### src/rtl/stopwatch_ctrl_pkg.sv
// Shared definitions for the stopwatch controller slice.
// Holds the FSM state encoding, the BCD terminal count, the blank value for
// the two unused display digits, and a helper that builds the blank mask.
package stopwatch_ctrl_pkg;

  // Encoding is visible on the debug LEDs, so values are fixed.
  typedef enum logic [1:0] {
    ST_IDLE  = 2'b00,
    ST_RUN   = 2'b01,
    ST_PAUSE = 2'b10,
    ST_LAP   = 2'b11
  } sw_state_e;

  // Two-digit BCD terminal count.
  localparam logic [7:0] BCD_MAX = 8'h99;

  // Upper two digits of the scanner are not populated by this design.
  localparam logic [1:0] BLANK_UNUSED = 2'b11;

  // Full 4-digit blank mask: unused digits always blank, live digits
  // blank only during the off half of the pause blink.
  function automatic logic [3:0] blank_mask(input logic in_pause, input logic phase);
    return {BLANK_UNUSED, {2{in_pause & phase}}};
  endfunction

endpackage

### src/rtl/stopwatch_ctrl_if.sv
// Bundle between the stopwatch controller and its neighbours.
// Inputs to the controller: raw buttons, divider tick, live counter value.
// Outputs from the controller: count enable, counter clear, display value,
// digit blank mask and debug state.
//   master : lab top level / counter / scanner side
//   slave  : stopwatch_ctrl
interface stopwatch_ctrl_if #(
  parameter int unsigned CNT_BITS = 8
);

  logic                btn_ss;
  logic                btn_lap;
  logic                tick;
  logic [CNT_BITS-1:0] q;
  logic                cnt_en;
  logic                cnt_clr;
  logic [CNT_BITS-1:0] disp_val;
  logic [3:0]          digit_blank;
  logic [1:0]          state;

  modport master (
    output btn_ss, btn_lap, tick, q,
    input  cnt_en, cnt_clr, disp_val, digit_blank, state
  );

  modport slave (
    input  btn_ss, btn_lap, tick, q,
    output cnt_en, cnt_clr, disp_val, digit_blank, state
  );

endinterface

### src/rtl/stopwatch_ctrl_debounce_onepulse.sv
// Button conditioner: 2-flop synchronizer, DB_LEN-sample stability filter
// and a one-clock pulse on the debounced rising edge.
// Ports:
//   clk, rst : clock, async active-low reset
//   btn      : raw active-high button, asynchronous to clk
//   pulse_c  : one-clk pulse, 2 + DB_LEN clk after the press reaches btn
module stopwatch_ctrl_debounce_onepulse #(
  parameter int unsigned DB_LEN = 4
) (
  input  logic clk,
  input  logic rst,
  input  logic btn,
  output logic pulse_c
);

  logic              sync1;
  logic              sync2;
  logic [DB_LEN-1:0] shift;
  logic [DB_LEN-1:0] shift_d;
  logic              level;
  logic              level_last;

  // Window including the sample being shifted in this cycle, so the level
  // flips on the same edge the DB_LEN-th equal sample is taken.
  assign shift_d = DB_LEN'({shift, sync2});

  // Synchronizer, sample history and debounced level.
  always_ff @(posedge clk or negedge rst) begin
    if (!rst) begin
      sync1      <= 1'b0;
      sync2      <= 1'b0;
      shift      <= '0;
      level      <= 1'b0;
      level_last <= 1'b0;
    end else begin
      sync1      <= btn;
      sync2      <= sync1;
      shift      <= shift_d;
      if (&shift_d) begin
        level <= 1'b1;
      end else if (~|shift_d) begin
        level <= 1'b0;
      end
      level_last <= level;
    end
  end

  assign pulse_c = level & ~level_last;

endmodule

### src/rtl/stopwatch_ctrl.sv
// Stopwatch control FSM between the divider/buttons and the BCD counter /
// display scanner. Conditions the start/stop and lap/clear buttons, gates
// the divider tick into a count enable, clears the counter, freezes a lap
// value for display and blinks the live digits while paused.
// Ports:
//   clk, rst : clock, async active-low reset
//   bus      : slave side of stopwatch_ctrl_if
//              in : btn_ss, btn_lap, tick, q
//              out: cnt_en (comb), cnt_clr (reg), disp_val (comb),
//                   digit_blank (reg), state (reg)
module stopwatch_ctrl
  import stopwatch_ctrl_pkg::*;
#(
  parameter int unsigned CNT_BITS    = 8,
  parameter int unsigned DB_LEN      = 4,
  parameter int unsigned BLINK_TICKS = 2,
  parameter int unsigned STOP_AT_MAX = 1
) (
  input  logic            clk,
  input  logic            rst,
  stopwatch_ctrl_if.slave bus
);

  localparam int unsigned BLINK_W = (BLINK_TICKS > 1) ? $clog2(BLINK_TICKS) : 1;
  localparam logic [BLINK_W-1:0] BLINK_LAST = BLINK_W'(BLINK_TICKS - 1);

  logic                ss_p;
  logic                lap_p;

  sw_state_e           state_q;
  sw_state_e           state_d;
  logic [CNT_BITS-1:0] lap_reg;
  logic                cnt_clr_q;
  logic                cnt_clr_d;
  logic                lap_cap;
  logic [BLINK_W-1:0]  blink_cnt;
  logic [BLINK_W-1:0]  blink_cnt_d;
  logic                blink_phase;
  logic                blink_phase_d;
  logic [3:0]          blank_q;

  logic                counting;
  logic                max_hit;
  logic                stop_max;

  // Button conditioning.
  stopwatch_ctrl_debounce_onepulse #(.DB_LEN(DB_LEN)) u_db_ss (
    .clk     (clk),
    .rst     (rst),
    .btn     (bus.btn_ss),
    .pulse_c (ss_p)
  );

  stopwatch_ctrl_debounce_onepulse #(.DB_LEN(DB_LEN)) u_db_lap (
    .clk     (clk),
    .rst     (rst),
    .btn     (bus.btn_lap),
    .pulse_c (lap_p)
  );

  // Count gating and terminal-count detection.
  always_comb begin
    counting = (state_q == ST_RUN) || (state_q == ST_LAP);
    max_hit  = (STOP_AT_MAX != 0) && (bus.q == CNT_BITS'(BCD_MAX));
    stop_max = bus.tick && counting && max_hit;
  end

  // Next state; start/stop always beats lap, terminal count beats lap.
  always_comb begin
    state_d   = state_q;
    cnt_clr_d = 1'b0;
    lap_cap   = 1'b0;
    case (state_q)
      ST_IDLE: begin
        if (ss_p) begin
          state_d = ST_RUN;
        end else if (lap_p) begin
          cnt_clr_d = 1'b1;
        end
      end
      ST_RUN: begin
        if (ss_p || stop_max) begin
          state_d = ST_PAUSE;
        end else if (lap_p) begin
          state_d = ST_LAP;
          lap_cap = 1'b1;
        end
      end
      ST_LAP: begin
        if (ss_p || stop_max) begin
          state_d = ST_PAUSE;
        end else if (lap_p) begin
          state_d = ST_RUN;
        end
      end
      ST_PAUSE: begin
        if (ss_p) begin
          state_d = ST_RUN;
        end else if (lap_p) begin
          state_d   = ST_IDLE;
          cnt_clr_d = 1'b1;
        end
      end
    endcase
  end

  // Blink divider: runs only while staying in PAUSE, zeroed otherwise so
  // every pause starts with the digits visible.
  always_comb begin
    blink_cnt_d   = '0;
    blink_phase_d = 1'b0;
    if ((state_q == ST_PAUSE) && (state_d == ST_PAUSE)) begin
      blink_cnt_d   = blink_cnt;
      blink_phase_d = blink_phase;
      if (bus.tick) begin
        if (blink_cnt == BLINK_LAST) begin
          blink_cnt_d   = '0;
          blink_phase_d = ~blink_phase;
        end else begin
          blink_cnt_d = blink_cnt + BLINK_W'(1);
        end
      end
    end
  end

  // State, lap capture, clear pulse and blink registers.
  always_ff @(posedge clk or negedge rst) begin
    if (!rst) begin
      state_q     <= ST_IDLE;
      lap_reg     <= '0;
      cnt_clr_q   <= 1'b0;
      blink_cnt   <= '0;
      blink_phase <= 1'b0;
      blank_q     <= blank_mask(1'b0, 1'b0);
    end else begin
      state_q     <= state_d;
      cnt_clr_q   <= cnt_clr_d;
      blink_cnt   <= blink_cnt_d;
      blink_phase <= blink_phase_d;
      blank_q     <= blank_mask(state_d == ST_PAUSE, blink_phase_d);
      if (lap_cap) begin
        lap_reg <= bus.q;
      end
    end
  end

  assign bus.cnt_en      = bus.tick & counting & ~max_hit;
  assign bus.cnt_clr     = cnt_clr_q;
  assign bus.disp_val    = (state_q == ST_LAP) ? lap_reg : bus.q;
  assign bus.digit_blank = blank_q;
  assign bus.state       = state_q;

endmodule

### src/flat_wrapper.sv
// flat-port wrapper written by rule: the top's interface ports become plain ports
module stopwatch_ctrl_flat import stopwatch_ctrl_pkg::*;
#(
  parameter int unsigned CNT_BITS    = 8,
  parameter int unsigned DB_LEN      = 4,
  parameter int unsigned BLINK_TICKS = 2,
  parameter int unsigned STOP_AT_MAX = 1
)
  (clk, rst, bus_btn_ss, bus_btn_lap, bus_tick, bus_q, bus_cnt_en, bus_cnt_clr, bus_disp_val, bus_digit_blank, bus_state);
  stopwatch_ctrl_if #(.CNT_BITS(CNT_BITS)) bus_i ();
  input  logic clk;
  input  logic rst;
  input wire logic [$bits(bus_i.btn_ss)-1:0] bus_btn_ss;
  input wire logic [$bits(bus_i.btn_lap)-1:0] bus_btn_lap;
  input wire logic [$bits(bus_i.tick)-1:0] bus_tick;
  input wire logic [$bits(bus_i.q)-1:0] bus_q;
  output wire logic [$bits(bus_i.cnt_en)-1:0] bus_cnt_en;
  output wire logic [$bits(bus_i.cnt_clr)-1:0] bus_cnt_clr;
  output wire logic [$bits(bus_i.disp_val)-1:0] bus_disp_val;
  output wire logic [$bits(bus_i.digit_blank)-1:0] bus_digit_blank;
  output wire logic [$bits(bus_i.state)-1:0] bus_state;
  assign bus_i.btn_ss = bus_btn_ss;
  assign bus_i.btn_lap = bus_btn_lap;
  assign bus_i.tick = bus_tick;
  assign bus_i.q = bus_q;
  assign bus_cnt_en = bus_i.cnt_en;
  assign bus_cnt_clr = bus_i.cnt_clr;
  assign bus_disp_val = bus_i.disp_val;
  assign bus_digit_blank = bus_i.digit_blank;
  assign bus_state = bus_i.state;
  stopwatch_ctrl #(.CNT_BITS(CNT_BITS), .DB_LEN(DB_LEN), .BLINK_TICKS(BLINK_TICKS), .STOP_AT_MAX(STOP_AT_MAX)) u_core (.clk(clk), .rst(rst), .bus(bus_i));
endmodule
### config.mk
export PLATFORM = sky130hd
export DESIGN_NAME = stopwatch_ctrl_flat
export DESIGN_NICKNAME = d
export VERILOG_FILES = /design/src/rtl/stopwatch_ctrl_pkg.sv /design/src/rtl/stopwatch_ctrl_if.sv /design/src/rtl/stopwatch_ctrl_debounce_onepulse.sv /design/src/rtl/stopwatch_ctrl.sv /design/src/flat_wrapper.sv
export SDC_FILE = /design/constraint.sdc
export NUM_CORES = 1
export LEC_CHECK = 0
export ABC_AREA = 1
export CAP_MARGIN = 15
export CORE_MARGIN = 4
export CORE_UTILIZATION = 40
export CTS_CLUSTER_DIAMETER = 100
export CTS_CLUSTER_SIZE = 20
export DETAILED_ROUTE_END_ITERATION = 8
export PLACE_DENSITY_LB_ADDON = 0.1
export SYNTH_ARGS = -nofsm -noshare
export SYNTH_HDL_FRONTEND = slang
export SYNTH_SLANG_ARGS = --single-unit
### constraint.sdc
create_clock -name clk -period 1.8 [get_ports clk]
set_input_delay 0.36 -clock clk [delete_from_list [all_inputs] [get_ports clk]]
set_output_delay 0.36 -clock clk [all_outputs]
set_load 0.005 [all_outputs]
==> reports/results.txt <==
status: finished, violations left
failing checks: negative setup slack
Fmax: 554 MHz
clk_lat worst skew: 0.32 ns
Synth cell types: 22
CTS tree: yes
Max VDD drop: 1.05 mV
IO Pins: 29
worst-path fanout max: 6
drt total wl: 2300 µm
Setup crit start kind: flop
Final Instance Count excl. Fillers: 187
Post-DRT Antenna Nets: 0
Total GRT Usage: 0.138
first-pass GRT wire length: 3830 µm
post-synth top area cell: dfrtp_1
Final Setup Violations: 1
row count: 19
clock sink count: 28
port bufs: 26
Syn. warnings: 0
Syn Inst Count: 117
DR iter-0 viols: 20
die width: 61.8 µm
area grow syn2layout: 35.1%
Synth top area share: 0.605
register area share after synthesis: 0.605
Cell Area, Synth: 1160 µm²
WP data required: 1.44 ns
root buf cell: clkbuf_4
vias in the first global route: 872
FF+latch count, synth: 28
Final Skew: 0.0107 ns
total gr overflow: 0
min Tclk post-route: 1.81 ns
fin area: 1570 µm²
initial antenna violation count: 0
DRC violations left: 0
Core Footprint: 2760 µm²
largest net degree at the start of global routing: 29
fillers: 258
Clk pin slew, worst setup/hold paths: 0.15 ns
final hold violations: 0
total vias in the final route: 903
Critical Path End Type: primary output
Hold Path Class: reg -> reg
DP HPWL: 1600 µm
total die area: 3820 µm²
Max Cap Viol: 0
max reg flops: 8
Slew Viols, Final: 0
Vias/cell: 4.83
Setup Crit Path Kind: reg -> out
Worst EP arrival: 1.45 ns
Num CTS Buffers: 3
leakage: 0.000792 µW
RePlAce Congestion: 0.757
crit share post-route: 1.00
post-placement cell area: 1470 µm²
CTS H-tree lvls: 1
Pre-antenna DRT Iters: 4
Initial Util: 0.420
Wirelength per Cell: 12.3 µm
layout cell share with drive strength beyond 1: 0.256
Power Density: 1320 nW/µm²
top cells by area, synth: dfrtp_1, nand2_1, nor2_1
n_diodes: 0
Nets: 170
placed cells: 177
Post-Syn Area per Cell: 9.90 µm²
pre-CTS setup slack: -0.246 ns
Setup WS post-layout: -0.00560 ns
CTS Buffer Depth: 2
RSZ-0062 raised after global routing: yes
Die Y: 61.8 µm
[Yosys cell counts]
cell type  count
nand2_1       34
dfrtp_1       28
nor2_1        12
inv_1          9
a21oi_1        6
buf_4          3
mux2_2         3
o21ai_0        3
inv_2          2
nand3_2        2
nand4_1        2
nor2_4         2
nor4_1         2
buf_6          1
conb_1         1
mux2_4         1
nand2_2        1
nand3_1        1
nand4_2        1
nor3_1         1
nor3b_1        1
xor2_1         1
[per-stage QoR]
stage	util	power [µW]	TNS, ns	hold WS (ns)
final	0.568	2070	-0.00560	0.367
after CTS	0.571	2100	-0.353	0.369
after detailed placement	0.534	1600	-0.950	0.336
after global routing	0.568	2230	-0.209	0.383
after floorplan	-	1250	0	0.0644
after global placement	0.534	1590	-0.930	0.336
[timing repair]
action,4_1_cts,5_1_grt
gates resized for setup,22,15
cloned,1,0
endpoints found under the setup margin,9,11
buffers inserted,6,0
pin swaps,2,1
hold buffers,0,0
[cell families (layout without fill, tap and decap cells)]
| logic type | after synthesis | count (layout) | synth area share |
|---|---|---|---|
| compound gates | 9 | 9 | 0.0389 |
| xor+xnor | 1 | 1 | 0.00756 |
| buf+inv | 15 | 52 | 0.0648 |
| flops | 28 | 28 | 0.605 |
| mux | 4 | 4 | 0.0421 |
| other cells | 1 | 2 | 0.00324 |
| simple gates | 59 | 60 | 0.239 |
[layout by cell type, fill, tap and decap left out, types with 3 or more instances in the layout]
cell,n
a21oi_1,6
buf_4,10
clkbuf_2,5
clkbuf_4,3
clkdlybuf4s50_1,17
dfrtp_1,26
inv_1,9
mux2_4,3
nand2_1,34
nor2_1,9
nor2_2,3
o21ai_0,3
[worst paths after layout]
check / depth (start not counted) / endpoint / startpoint / slack (ns)
worst max-delay path: 4 / bus_disp_val[4] / u_core.bus.state[1] / -0.006
worst min-delay path: 0 / u_core.u_db_ss.sync2 / u_core.u_db_ss.sync1 / 0.37
worst max register to register: 8 / u_core.lap_reg[1] / u_core.bus.state[0] / 0.39
worst min register to register: 0 / u_core.u_db_ss.sync2 / u_core.u_db_ss.sync1 / 0.37
max in group asynchronous: 2 / u_core.bus.state[0] / rst / 1.13
min in group asynchronous: 2 / u_core.u_db_lap.level_last / rst / 0.40
[worst max-delay path, cell delays in order (launching register included)]
cell	delay (ns)
dfrtp_2	0.47
nand2_4	0.13
buf_6	0.11
mux2_4	0.29
buf_6	0.11
[layer usage]
layer	part of all wire	global-route usage	up-vias
met2	0.46	0.212	25
met4	0.0056	0.0455	0
met1	0.49	0.195	430
met5	0	0	-
met3	0.051	0.0289	2
li1	-	-	446
[where the power goes]
part           leakage [µW]  switching [µW]  internal [µW]
Sequential         0.000341            99.1            771
Clock             0.0000279             179            225
Combinational      0.000422             381            418
Total              0.000792             659           1410
[area by class of cell]
cell class	count	area, µm²	area share
tap	31	38.8	0.0248
clock inverter	1	30.0	0.0192
multi-input combinational	76	413	0.264
timing repair buffer	37	317	0.202
clock buffer	3	22.5	0.0144
inverter	11	41.3	0.0264
sequential	28	703	0.449
Note: power is estimated with default switching activity, not from simulation.
